## src/rtl/wb_cache_pkg.sv

```systemverilog
// Shared types and address helpers for the Wishbone exmem read cache.
// The address helpers take the index width as an argument so one package serves any LINES.
package wb_cache_pkg;

   typedef enum logic [1:0] {
      IDLE    = 2'd0,
      RD_MISS = 2'd1,
      WR_THRU = 2'd2,
      RESP    = 2'd3
   } state_e;

   localparam int             CNT_W   = 16;
   localparam logic [CNT_W-1:0] CNT_MAX = '1;

   // Word index of a byte address; caller truncates to its index width.
   function automatic logic [31:0] addr_idx(input logic [31:0] adr, input int idx_bits);
      return (adr >> 2) & ((32'd1 << idx_bits) - 32'd1);
   endfunction

   function automatic logic [31:0] addr_tag(input logic [31:0] adr, input int idx_bits);
      return adr >> (idx_bits + 2);
   endfunction

endpackage

```

## src/rtl/wb_cache_line_array.sv

```systemverilog
// Valid/tag/data storage for the direct-mapped cache: one combinational read port,
// one byte-masked write port and a flush-all that overrides any same-cycle write.
module wb_cache_line_array
   import wb_cache_pkg::*;
#(
   parameter int LINES    = 8,
   parameter int IDX_BITS = $clog2(LINES),
   parameter int TAG_BITS = 30 - IDX_BITS
) (
   input  logic                clk_i,
   input  logic                rst_i,
   input  logic                flush_i,
   input  logic [IDX_BITS-1:0] rd_idx_i,
   output logic                rd_valid_o,
   output logic [TAG_BITS-1:0] rd_tag_o,
   output logic [31:0]         rd_data_o,
   input  logic                wr_en_i,
   input  logic [IDX_BITS-1:0] wr_idx_i,
   input  logic [TAG_BITS-1:0] wr_tag_i,
   input  logic [3:0]          wr_be_i,
   input  logic [31:0]         wr_data_i
);

   logic [LINES-1:0]    valid_q;
   logic [TAG_BITS-1:0] tag_q [LINES];

   generate
      for (genvar gi = 0; gi < LINES; gi++) begin : g_valid
         always_ff @(posedge clk_i or posedge rst_i) begin
            if (rst_i) begin
               valid_q[gi] <= 1'b0;
            end else if (flush_i) begin
               valid_q[gi] <= 1'b0;
            end else if (wr_en_i && (wr_idx_i == IDX_BITS'(gi))) begin
               valid_q[gi] <= 1'b1;
            end
         end
      end

      // One storage array per byte lane keeps the masked write single-driver.
      for (genvar gi = 0; gi < 4; gi++) begin : g_lane
         logic [7:0] lane_q [LINES];
         always_ff @(posedge clk_i) begin
            if (wr_en_i && wr_be_i[gi]) begin
               lane_q[wr_idx_i] <= wr_data_i[gi*8 +: 8];
            end
         end
         assign rd_data_o[gi*8 +: 8] = lane_q[rd_idx_i];
      end
   endgenerate

   always_ff @(posedge clk_i) begin
      if (wr_en_i) begin
         tag_q[wr_idx_i] <= wr_tag_i;
      end
   end

   assign rd_valid_o = valid_q[rd_idx_i];
   assign rd_tag_o   = tag_q[rd_idx_i];

endmodule

```

## src/rtl/wb_exmem_read_cache.sv

```systemverilog
// Direct-mapped write-through read cache in front of the exmem Wishbone slave.
// Read hits answer in one cycle; misses and writes go downstream one at a time.
module wb_exmem_read_cache
   import wb_cache_pkg::*;
#(
   parameter int LINES    = 8,
   parameter int IDX_BITS = $clog2(LINES),
   parameter int TAG_BITS = 30 - IDX_BITS
) (
   input  logic             wb_clk_i,
   input  logic             wb_rst_i,
   input  logic             wbs_cyc_i,
   input  logic             wbs_stb_i,
   input  logic             wbs_we_i,
   input  logic [3:0]       wbs_sel_i,
   input  logic [31:0]      wbs_adr_i,
   input  logic [31:0]      wbs_dat_i,
   output logic             wbs_ack_o,
   output logic [31:0]      wbs_dat_o,
   output logic             wbm_cyc_o,
   output logic             wbm_stb_o,
   output logic             wbm_we_o,
   output logic [3:0]       wbm_sel_o,
   output logic [31:0]      wbm_adr_o,
   output logic [31:0]      wbm_dat_o,
   input  logic             wbm_ack_i,
   input  logic [31:0]      wbm_dat_i,
   input  logic             flush_i,
   output logic [CNT_W-1:0] hit_cnt_o,
   output logic [CNT_W-1:0] miss_cnt_o
);

   state_e           state_q, state_d;
   logic [31:0]      adr_q, dat_q, resp_dat_q;
   logic [3:0]       sel_q;
   logic             abort_q;
   logic [CNT_W-1:0] hit_cnt_q, miss_cnt_q;

   logic                req, accept, active, hit;
   logic [IDX_BITS-1:0] idx_up, idx_q, rd_idx;
   logic [TAG_BITS-1:0] tag_up, tag_q, tag_cmp;
   logic                rd_valid;
   logic [TAG_BITS-1:0] rd_tag;
   logic [31:0]         rd_data;
   logic                arr_we;
   logic [3:0]          arr_be;
   logic [31:0]         arr_data;

   assign req     = wbs_cyc_i & wbs_stb_i;
   assign accept  = (state_q == IDLE) & req & ~wbs_ack_o;
   assign active  = (state_q == RD_MISS) | (state_q == WR_THRU);
   assign idx_up  = IDX_BITS'(addr_idx(wbs_adr_i, IDX_BITS));
   assign tag_up  = TAG_BITS'(addr_tag(wbs_adr_i, IDX_BITS));
   assign idx_q   = IDX_BITS'(addr_idx(adr_q, IDX_BITS));
   assign tag_q   = TAG_BITS'(addr_tag(adr_q, IDX_BITS));
   // Lookup uses the live request in IDLE and the captured address while downstream is busy.
   assign rd_idx  = (state_q == IDLE) ? idx_up : idx_q;
   assign tag_cmp = (state_q == IDLE) ? tag_up : tag_q;
   assign hit     = rd_valid & (rd_tag == tag_cmp);

   wb_cache_line_array #(
      .LINES   (LINES),
      .IDX_BITS(IDX_BITS),
      .TAG_BITS(TAG_BITS)
   ) u_lines (
      .clk_i     (wb_clk_i),
      .rst_i     (wb_rst_i),
      .flush_i   (flush_i),
      .rd_idx_i  (rd_idx),
      .rd_valid_o(rd_valid),
      .rd_tag_o  (rd_tag),
      .rd_data_o (rd_data),
      .wr_en_i   (arr_we),
      .wr_idx_i  (idx_q),
      .wr_tag_i  (tag_q),
      .wr_be_i   (arr_be),
      .wr_data_i (arr_data)
   );

   always_ff @(posedge wb_clk_i or posedge wb_rst_i) begin
      if (wb_rst_i) begin
         state_q <= IDLE;
      end else begin
         state_q <= state_d;
      end
   end

   always_comb begin
      state_d = state_q;
      case (state_q)
         IDLE: begin
            if (accept) begin
               if (wbs_we_i)  state_d = WR_THRU;
               else if (hit)  state_d = RESP;
               else           state_d = RD_MISS;
            end
         end
         RD_MISS, WR_THRU: begin
            if (wbm_ack_i) state_d = (abort_q | ~req) ? IDLE : RESP;
         end
         RESP:    state_d = IDLE;
         default: state_d = IDLE;
      endcase
   end

   always_comb begin
      wbm_cyc_o = active;
      wbm_stb_o = active;
      wbm_we_o  = (state_q == WR_THRU);
      wbm_sel_o = 4'h0;
      wbm_adr_o = active ? adr_q : 32'h0;
      wbm_dat_o = (state_q == WR_THRU) ? dat_q : 32'h0;
      if (state_q == RD_MISS)      wbm_sel_o = 4'hF;
      else if (state_q == WR_THRU) wbm_sel_o = sel_q;
      // A write miss leaves the array untouched; a write hit merges only the selected bytes.
      arr_we    = wbm_ack_i & ((state_q == RD_MISS) | ((state_q == WR_THRU) & hit));
      arr_be    = (state_q == RD_MISS) ? 4'hF : sel_q;
      arr_data  = (state_q == RD_MISS) ? wbm_dat_i : dat_q;
      wbs_ack_o = (state_q == RESP);
      wbs_dat_o = wbs_ack_o ? resp_dat_q : 32'h0;
      hit_cnt_o  = hit_cnt_q;
      miss_cnt_o = miss_cnt_q;
   end

   always_ff @(posedge wb_clk_i or posedge wb_rst_i) begin
      if (wb_rst_i) begin
         adr_q      <= 32'h0;
         dat_q      <= 32'h0;
         sel_q      <= 4'h0;
         abort_q    <= 1'b0;
         resp_dat_q <= 32'h0;
         hit_cnt_q  <= '0;
         miss_cnt_q <= '0;
      end else begin
         if (accept) begin
            adr_q   <= wbs_adr_i;
            dat_q   <= wbs_dat_i;
            sel_q   <= wbs_sel_i;
            abort_q <= 1'b0;
            if (!wbs_we_i) begin
               if (hit) begin
                  resp_dat_q <= rd_data;
                  if (hit_cnt_q != CNT_MAX) hit_cnt_q <= hit_cnt_q + 1'b1;
               end else if (miss_cnt_q != CNT_MAX) begin
                  miss_cnt_q <= miss_cnt_q + 1'b1;
               end
            end
         end
         if (active && !req) abort_q <= 1'b1;
         if ((state_q == RD_MISS) && wbm_ack_i) resp_dat_q <= wbm_dat_i;
      end
   end

endmodule

```

## config.mk

```make
export PLATFORM = sky130hd
export DESIGN_NAME = wb_exmem_read_cache
export DESIGN_NICKNAME = d
export VERILOG_FILES = /design/src/rtl/wb_cache_pkg.sv /design/src/rtl/wb_cache_line_array.sv /design/src/rtl/wb_exmem_read_cache.sv
export SDC_FILE = /design/constraint.sdc
export NUM_CORES = 1
export LEC_CHECK = 0
export CORE_MARGIN = 5
export CORE_UTILIZATION = 30
export CTS_CLUSTER_SIZE = 24
export DETAILED_ROUTE_END_ITERATION = 6
export REMOVE_ABC_BUFFERS = 1
export SYNTH_ARGS = -nofsm -noshare
export SYNTH_HDL_FRONTEND = slang
export SYNTH_SLANG_ARGS = --single-unit
```

## constraint.sdc

```tcl
create_clock -name wb_clk_i -period 8.8 [get_ports wb_clk_i]
set_input_delay 2.2 -clock wb_clk_i [delete_from_list [all_inputs] [get_ports wb_clk_i]]
set_output_delay 2.2 -clock wb_clk_i [all_outputs]
set_load 0.02 [all_outputs]
```

# == After elaboration in Yosys (flattened, before gate mapping) ==
# Memory sizes are Yosys's and may differ from the RTL's. A register that Yosys moved wholly into a read port is not among the register bits.
# Cells that the tools add are included.
# word_totals
regBits,111
mem_bits_rw,472
input_bits,107
output_inout_bits,136
wordCells,130
memories,5
# classes
add_sub_neg,2
order_cmp,1
eq_ne,16
muxes,45
n_bitwise,13
reduce_logical,33
# mem_list
memory,depth,width,read_ports,rd_ports_with_merged_regs,write_ports,line,text
u_lines.tag_q,8,27,1,0,1,wb_cache_line_array.sv:25,logic [TAG_BITS-1:0] tag_q [LINES];
u_lines.g_lane[0].lane_q,8,8,1,1,1,wb_cache_line_array.sv:42,logic [7:0] lane_q [LINES];
u_lines.g_lane[1].lane_q,8,8,1,1,1,wb_cache_line_array.sv:42,
u_lines.g_lane[2].lane_q,8,8,1,1,1,wb_cache_line_array.sv:42,
u_lines.g_lane[3].lane_q,8,8,1,1,1,wb_cache_line_array.sv:42,
# ops
cell,n
$mux W32,4
$add A16 B1 Y16 const B,2
$ne A16 B16 Y1 const B,2
$mux W1,29
$eq A27 B27 Y1,1
$mux W27,1
$reduce_bool A2 Y1,11
$logic_and A1 B1 Y1,14
$eq A3 B3 Y1 const B,4
$mux W4,3
$mux W2,5
$reduce_and A4 Y1,2
$and A1 B1 Y1,6
$eq A3 B2 Y1 const B,2
$pmux W2 S3,1
$eq A2 B2 Y1 const B,2
$lt A3 B4 Y1 const B,1
$ne A2 B2 Y1 const B,2
$not A1 Y1,4
$bmux W1 S3,1
$eq A3 B1 Y1 const B,1
$logic_not A3 Y1,1
$mux W3,1
$or A1 B1 Y1,3
7 further kinds,7

# == Depth between registers and ports, before layout ==
# Gate-level depths: netlist (run 1).
# depth
word_depth,11
ltp_mapped,19
depth_no_buf,12

# == Modules after synthesis ==
# From an unflattened synthesis (run 1), not the netlist that was laid out.
# unflattened
cells_unflattened,1565
hier_area_um2,26118.8
# modules_own_cells
module,n_inst,cells_per_inst,area_per_inst_um2,seq_area_each_um2
wb_cache_line_array,1,746,18482.7,14373.8
wb_exmem_read_cache,1,819,7636.1,3378.2

# == Worst setup path before layout (run 1) ==
# No wires, ideal clock.
# synth_timing
path_kind,input-to-reg
from,input wbs_adr_i[4]
to,"memory u_lines.tag_q[4][0] in the netlist's numbering, enable pin"
setup_time_ps,411
arrival_ps,5973
required_time_ps,8389
path_slack_ps,2416
path_stages,15
path_buffers,5
cell_sequence,clkbuf_1 > mux2_1 > buf_4 > buf_6 > buf_6 > mux4_2 > mux2i_1 > xnor2_1 > nand2_1 > nor2_2 > nand4_4 > o21bai_1 > nand3_1 > clkbuf_1 > nor2_1
# synth_via
elab_chain_cells,9
elab_cells_between_ends,11
classes_between,eq/ne (1); mux (5); bitwise (4); memory (1)
# synth_lines
item,line,text
from (decl),wb_exmem_read_cache.sv:16,"input logic [31:0] wbs_adr_i,"
$mux W3 *,wb_exmem_read_cache.sv:57,assign rd_idx = (state_q == IDLE) ? idx_up : idx_q;
$mem_v2 Z8 W27 or $bmux W1 S3 (tied branches),--,
$eq A27 B27 Y1 or $mux W1 (tied branches),"wb_exmem_read_cache.sv:59, wb_cache_line_array.sv:58",
$and A1 B1 Y1 *,wb_exmem_read_cache.sv:59,assign hit = rd_valid & (rd_tag == tag_cmp);
$and A1 B1 Y1 *,wb_exmem_read_cache.sv:116,arr_we = wbm_ack_i & ((state_q == RD_MISS) | ((state_q == WR_THRU) & hit));
$or A1 B1 Y1 *,wb_exmem_read_cache.sv:116,
$and A1 B1 Y1 *,wb_exmem_read_cache.sv:116,
$mux W1 *,wb_cache_line_array.sv:53,if (wr_en_i) begin
$mux W1 (implied by the code) *,wb_cache_line_array.sv:54,tag_q[wr_idx_i] <= wr_tag_i;
to (decl),wb_cache_line_array.sv:25,
# Every way passes the cells marked *; elsewhere a longest branch is shown, timed or not. The select of a mux whose other input is x is not followed.

# == Final worst setup path (run 1) ==
# layout_timing
from,input wbs_adr_i[3]
to,"memory u_lines.g_lane[2].lane_q[4][2], enable pin"
# layout_via
elab_chain_cells,10
elab_cells_between_ends,12
classes_between,eq/ne (1); mux (5); bitwise (4); reduce/logical (1); memory (1)
# layout_lines
item,line,text
$mux W3 *,wb_exmem_read_cache.sv:57,
$mem_v2 Z8 W27 or $bmux W1 S3 (tied branches),--,
$eq A27 B27 Y1 or $mux W1 (tied branches),"wb_exmem_read_cache.sv:59, wb_cache_line_array.sv:58",
$and A1 B1 Y1 *,wb_exmem_read_cache.sv:59,
$and A1 B1 Y1 *,wb_exmem_read_cache.sv:116,
$or A1 B1 Y1 *,wb_exmem_read_cache.sv:116,
$and A1 B1 Y1 *,wb_exmem_read_cache.sv:116,
$logic_and A1 B1 Y1 *,wb_cache_line_array.sv:44,if (wr_en_i && wr_be_i[gi]) begin
$mux W1 *,wb_cache_line_array.sv:44,
$mux W1 (implied by the code) *,wb_cache_line_array.sv:45,lane_q[wr_idx_i] <= wr_data_i[gi*8 +: 8];
to (decl),wb_cache_line_array.sv:42,
# Marked as above.

==> results of run 1 <==
==> sequential cells by signal (all words and copies together), names as in the netlist <==
name and count:
hit_cnt_o 16, adr_q 32, state_q 2, u_lines.valid_q 8
miss_cnt_o 16, u_lines.g_lane.lane_q 256, abort_q 1, u_lines.tag_q 216
resp_dat_q 32, sel_q 4, dat_q 32
==> power by group through the flow <==
stage | clock network [W] | logic (W) | registers, W
final | 0.00277 | 0.00416 | 0.00416
after CTS | 0.00283 | 0.00422 | 0.00417
after global routing | 0.00295 | 0.00452 | 0.00422
after floorplan | 0 | 0.00275 | 0.00408
after detailed placement | 0 | 0.00420 | 0.00423
after global placement | 0 | 0.00414 | 0.00420
==> layer usage <==
| metal | vias up | part of all wire [%] | global-route usage [%] | wire, um |
|---|---|---|---|---|
| met1 | 8276 | 41 | 19.0 | 28500 |
| met2 | 563 | 49 | 24.5 | 34200 |
| met4 | 8 | 2.8 | 4.86 | 1960 |
| met3 | 125 | 7.2 | 3.48 | 5030 |
| li1 | 7382 | - | - | - |
| met5 | - | 0.067 | 0 | 47 |
==> cell usage in the layout (no fill, tap or decap), types with 44 or more instances in the layout <==
cell type	netlist	routed
a21oi_1	59	59
a32oi_1	50	50
and2_1	98	98
buf_4	10	51
clkbuf_16	0	68
clkdlybuf4s50_1	0	242
dfrtp_1	143	143
edfxtp_1	472	472
inv_1	45	44
mux2i_1	113	111
mux4_2	70	70
nand2_1	326	326
nor2_1	84	76
==> kinds of logic after synthesis <==
group | count (synthesis)
and+or+nand+nor | 655
DFF | 615
AOI/OAI and AO/OA | 199
muxes | 188
buffers and inverters | 155
xor gates and xnor gates | 35
adders and majority gates | 7
==> cell type report <==
cell class              instances  area (um2)  share of cell area, %
clock inverters                34         324                   1.01
flip-flops and latches        615       17800                   55.4
repair buffers                293        2810                   8.75
multi-input cells            1084        7720                   24.1
clock buffers                  87        1830                   5.72
well taps                    1155        1450                   4.51
inverters                      46         179                  0.558
diodes                          1        2.50                0.00780
==> tightest hold or removal path, cell delays in order, from the launching register on <==
cell	delay (ps)
dfrtp_1	330
nand2_1	50
nand2_1	60
==> per-stage QoR <==
step	cells	utilization, %	total power [W]	TNS [ps]
after detailed placement	3193	34.5	0.00842	0
final	3315	37.0	0.0111	0
after global routing	3314	37.0	0.0117	0
after global placement	3193	34.5	0.00834	0
after floorplan	1745	-	0.00683	-1898750
after CTS	3314	37.0	0.0112	0
==> path summary, 6_finish.rpt <==
| path | start | end |
|---|---|---|
| max | wbs_adr_i[3] | u_lines.g_lane[2].lane_q[4][2]$_DFFE_PP_ |
| max reg2reg | state_q[0]$_DFFE_PP0P_ | u_lines.g_lane[2].lane_q[4][2]$_DFFE_PP_ |
| min reg2reg | adr_q[1]$_DFFE_PP0P_ | adr_q[1]$_DFFE_PP0P_ |
| min in group asynchronous | wb_rst_i | adr_q[30]$_DFFE_PP0P_ |
| max in group asynchronous | wb_rst_i | dat_q[1]$_DFFE_PP0P_ |
| min | adr_q[1]$_DFFE_PP0P_ | adr_q[1]$_DFFE_PP0P_ |
==> impl_metrics.toml, run 1 <==
[yosys]
ys_async_sr_fraction_pct = 23.3
synthXorXnorAreaFrac_pct = 1.17
synth_mux_area_share_pct = 10.6
yosys.area_share.simple_pct = 11.7
synth.area.top_cells = "edfxtp_1 (54%), dfrtp_1 (14%), mux4_2 (6.0%), nand2_1 (4.7%), mux2i_1 (4.3%)"
synth_top_area_cell = "edfxtp_1"
synth_top_area_share_pct = 54.3
synth-adder-area-share_pct = 0.335
synthCells = 1854
synth_common_cells = "edfxtp_1 (472), nand2_1 (326), dfrtp_1 (143), mux2i_1 (113), and2_1 (98)"
postSynthAreaPerCell_um2 = 14.1
yosysMostFrequentCell = "edfxtp_1"
synth_top_family_by_area = "simple AND/OR/NAND/NOR gates"
yosysWarnings = 0
yosysUniqueCellTypes = 50
synthFlopType = "edfxtp_1"
syn_area_mm2 = 0.0261
ys_seq_elements = 615
synth_compound_area_share_pct = 5.43
synth_enable_flop_cells = 472
ys_seq_area_share_pct = 68.0

[sta]
maxSlewHeadroom_pct = 17.8
worst_slack_ps = 1460
min_period_ps = 7340
fmax_mhz = 136
rsz0062_at_grt = "false"
finalMaxSlewViolations = 0
finalSetupViolCount = 0
clock-skew-final_ps = 34.7
period_share_pct = 83.4
fin_hold_ws_ps = 473
finalHoldViolCount = 0
tightest_slew_ps = 1220

[global_route]
grt_start_max_net_pins = 90
grt_pass1_vias = 17000
antenna_found_initial = 7
track_usage_pct = 14.7
overflow = 0
grt_pass1_wl_um = 106000

[route]
totalWireLength_um = 69700
drcViolationCount = 0
vias = 16400
drt-initial-drc-count = 1293
ant_nets = 0
drtPass1Iterations = 5
wire_per_inst_um = 21.0
vias_per_cell = 4.93

[clock_network]
cts_tree = "done"
cts_buffers = 68
clock_path_buffers = 3
postCtsSetupBuffers = 0
cts_root_buffer = "clkbuf_16"
cts_hold_buf = 0
clk_latency_ps = 610
ctsHtreeMaxLevel = 3
clk_pin_slew_worst_paths_ps = 60
clkSinkCount = 615
cts_resized = 0

[floorplan]
rows = 108
fp.dieH_um = 305
coreArea_mm2 = 0.0866
die-area_mm2 = 0.0931
fp.dieW_um = 305
pin_count = 243
start_util_pct = 30.2

[worst_hold_path]
min_path_cells = 2
min_path_type = "register to register"

[worst_setup_path]
crit_slowest_cell = "nor3_1"
worst-path-stages = 11
path_buf_inv = 1
path_max_fanout = 12
crit_required_ps = 9020
setup.worst_path.start_class = "input port"
cp.arrival_ps = 7560
path_class = "input port to register"
crit_path_cell_trace = "clkdlybuf4s50_1, or3b_2, o21ai_1, a32oi_1, and3_1, nor4_1, and4_1, nand4_4, o21bai_1, nand3_1, nor3_1"
path_delay_family = "simple AND/OR/NAND/NOR gates"
worst-r2r-setup-slack_ps = 2460
reg2reg_depth = 12
worst_setup_path_end_kind = "register"
cpPeakStageDelay_ps = 1090

[place]
dpl.hpwl_um = 45500
port-buffer-count = 242
place_ws_ps = 752
place.gp.congestion = 0.800
placed_area_mm2 = 0.0299

[power_and_ir_drop]
clkPwrFrac_pct = 25.0
ir_drop_uv = 208
pwr-share-seq_pct = 37.5
combPwrFrac_pct = 37.5
leakage_nw = 11.6
p_sw_w = 0.00408
switching_share_pct = 36.7
p_int_w = 0.00702
power.density_mw_per_mm2 = 346

[layout]
synthToLayoutAreaGrowth_pct = 22.8
nFillCells = 8093
layout.nets = 2222
final_area_mm2 = 0.0321
drive_above_1_share_pct = 12.3

[flow_run]
drv_cap = 0

[status]
status = "finished, final reports clean"
No activity file was read; power rests on OpenSTA's default activity.
==> run 2, diff against run 1 <==
Clock period 8.8 ns to 6.52 ns, I/O delays scaled along.
==> run 2 against run 1 <==
Effect of this change: global-route usage decreased by 0.11 points; die area stayed put; via count fell by 0.98%; total power rose by 36%; register-to-register slack lost 1200 ps; design area is 1.4% higher; combinational power grew 37%; sequential power is 35% higher; setup slack lost 390 ps; utilization up 0.52 points; critical path depth grew 3.
==> impl_metrics.toml, run 2 (synthesized netlist as in run 1, its figures left out) <==
[floorplan]
rows = 108
fp.dieH_um = 305
fp.dieW_um = 305
coreArea_mm2 = 0.0866
start_util_pct = 30.2
pin_count = 243
die-area_mm2 = 0.0931

[worst_setup_path]
path_max_fanout = 24
worst-r2r-setup-slack_ps = 1310
critPathLaunch = "wbs_adr_i[3]"
crit_slowest_cell = "clkdlybuf4s50_1"
worst_setup_path_end_kind = "register"
crit_path_end = "u_lines.g_lane[1].lane_q[6][6]$_DFFE_PP_"
path_class = "input port to register"
cpPeakStageDelay_ps = 630
crit_required_ps = 6840
crit_path_cell_trace = "clkdlybuf4s50_1, or3b_2, o21ai_1, buf_4, a32oi_1, and3_1, nor4_1, and4_1, nand4_4, o21bai_1, nand3_1, buf_4, nor3_1, buf_4"
path_common_cell = "buf_4"
reg2reg_depth = 15
setup.worst_path.start_class = "input port"
r2r-start = "state_q[1]$_DFFE_PP0P_"
cp.arrival_ps = 5770
rr_endpoint = "u_lines.g_lane[1].lane_q[6][6]$_DFFE_PP_"

[layout]
largestRegisters = "u_lines.g_lane.lane_q: 256 flops, u_lines.tag_q: 216 flops"
largest_reg_flops = 256
regMostFlops = "u_lines.g_lane.lane_q"
layout_common_cells = "edfxtp_1 (472), nand2_1 (326), clkdlybuf4s50_1 (242)"
synthToLayoutAreaGrowth_pct = 24.5
layout_commonest_cell = "edfxtp_1"
drive_above_1_share_pct = 13.6
layout.nets = 2256
nFillCells = 8104

[sta]
fmax_mhz = 183
finalSetupViolCount = 0
tightest_slew_ps = 1030
min_period_ps = 5450
finalMaxSlewViolations = 0
fin_hold_ws_ps = 465
maxSlewHeadroom_pct = 31.2
rsz0062_at_grt = "false"
finalHoldViolCount = 0
worst_slack_ps = 1070
period_share_pct = 83.6
clock-skew-final_ps = 20.7

[global_route]
antenna_found_initial = 5
grt_pass1_vias = 17100
overflow = 0
grt_start_max_net_pins = 65
grt_pass1_wl_um = 105000
track_usage_pct = 14.6

[route]
vias_per_cell = 4.83
drcViolationCount = 0
wire_per_inst_um = 20.7
vias = 16200
drt-initial-drc-count = 1235
drtPass1Iterations = 5
ant_nets = 0
totalWireLength_um = 69300

[clock_network]
clock_path_buffers = 3
cts_hold_buf = 0
clk_latency_ps = 620
cts_resized = 0
postCtsSetupBuffers = 0
cts_root_buffer = "clkbuf_16"
cts_buffers = 69
clkSinkCount = 615
cts_tree = "done"
clk_pin_slew_worst_paths_ps = 60
ctsHtreeMaxLevel = 3

[status]
status = "finished, final reports clean"

[power_and_ir_drop]
leakage_nw = 11.9
ir_drop_uv = 262
power.density_mw_per_mm2 = 465

[place]
dpl.hpwl_um = 46100
port-buffer-count = 242
place.gp.congestion = 0.788
place_ws_ps = 458

[worst_hold_path]
min_path_type = "register to register"

[flow_run]
drv_cap = 0
run 2: layout make-up:
type | count | area, um2 | area share (%)
antenna | 3 | 7.51 | 0.0231
inverter | 46 | 179 | 0.550
clock buffer | 88 | 1910 | 5.88
clock inverter | 38 | 330 | 1.02
sequential | 615 | 17800 | 54.6
multi-input combinational | 1084 | 7710 | 23.7
tap | 1155 | 1450 | 4.44
timing repair buffer | 326 | 3180 | 9.77
run 2: stage by stage:
stage	total power [W]	setup TNS, ps	cell area, um2	util [%]	cells
floorplan	0.00921	-3120880	25600	-	1745
global placement	0.0113	0	30300	34.9	3226
detailed placement	0.0115	0	30300	34.9	3226
CTS	0.0153	0	32500	37.5	3352
global route	0.0159	0	32500	37.5	3354
finish	0.0151	0	32500	37.5	3355
run 2: metal layers:
layer	GRT usage, %	up-vias	part of all wire, %
met5	0	-	0.053
met1	18.7	8167	41
met4	4.60	6	2.3
met3	2.92	106	6.0
li1	-	7461	-
met2	25.0	453	50
run 2: report_power, final:
group | switching [W] | internal (W)
Combinational | 0.00343 | 0.00227
Clock | 0.00159 | 0.00222
Sequential | 0.000472 | 0.00515
run 2: worst min path at each step:
stage | startpoint | to | slack [ps] | depth (start not counted)
after floorplan | adr_q[0]$_DFFE_PP0P_ | adr_q[0]$_DFFE_PP0P_ | 440 | 2
after global placement | adr_q[1]$_DFFE_PP0P_ | adr_q[1]$_DFFE_PP0P_ | 450 | 2
after detailed placement | adr_q[0]$_DFFE_PP0P_ | adr_q[0]$_DFFE_PP0P_ | 460 | 2
after CTS | adr_q[0]$_DFFE_PP0P_ | adr_q[0]$_DFFE_PP0P_ | 470 | 2
after global routing | dat_q[2]$_DFFE_PP0P_ | dat_q[2]$_DFFE_PP0P_ | 510 | 2
final | adr_q[0]$_DFFE_PP0P_ | adr_q[0]$_DFFE_PP0P_ | 470 | 2
run 2: worst max-delay path, delay by kind of cell:
| family | cells | cell delay, ps |
|---|---|---|
| buffers and inverters | 4 | 1380 |
| and+or+nand+nor | 7 | 2080 |
| AOI/OAI and AO/OA | 3 | 670 |
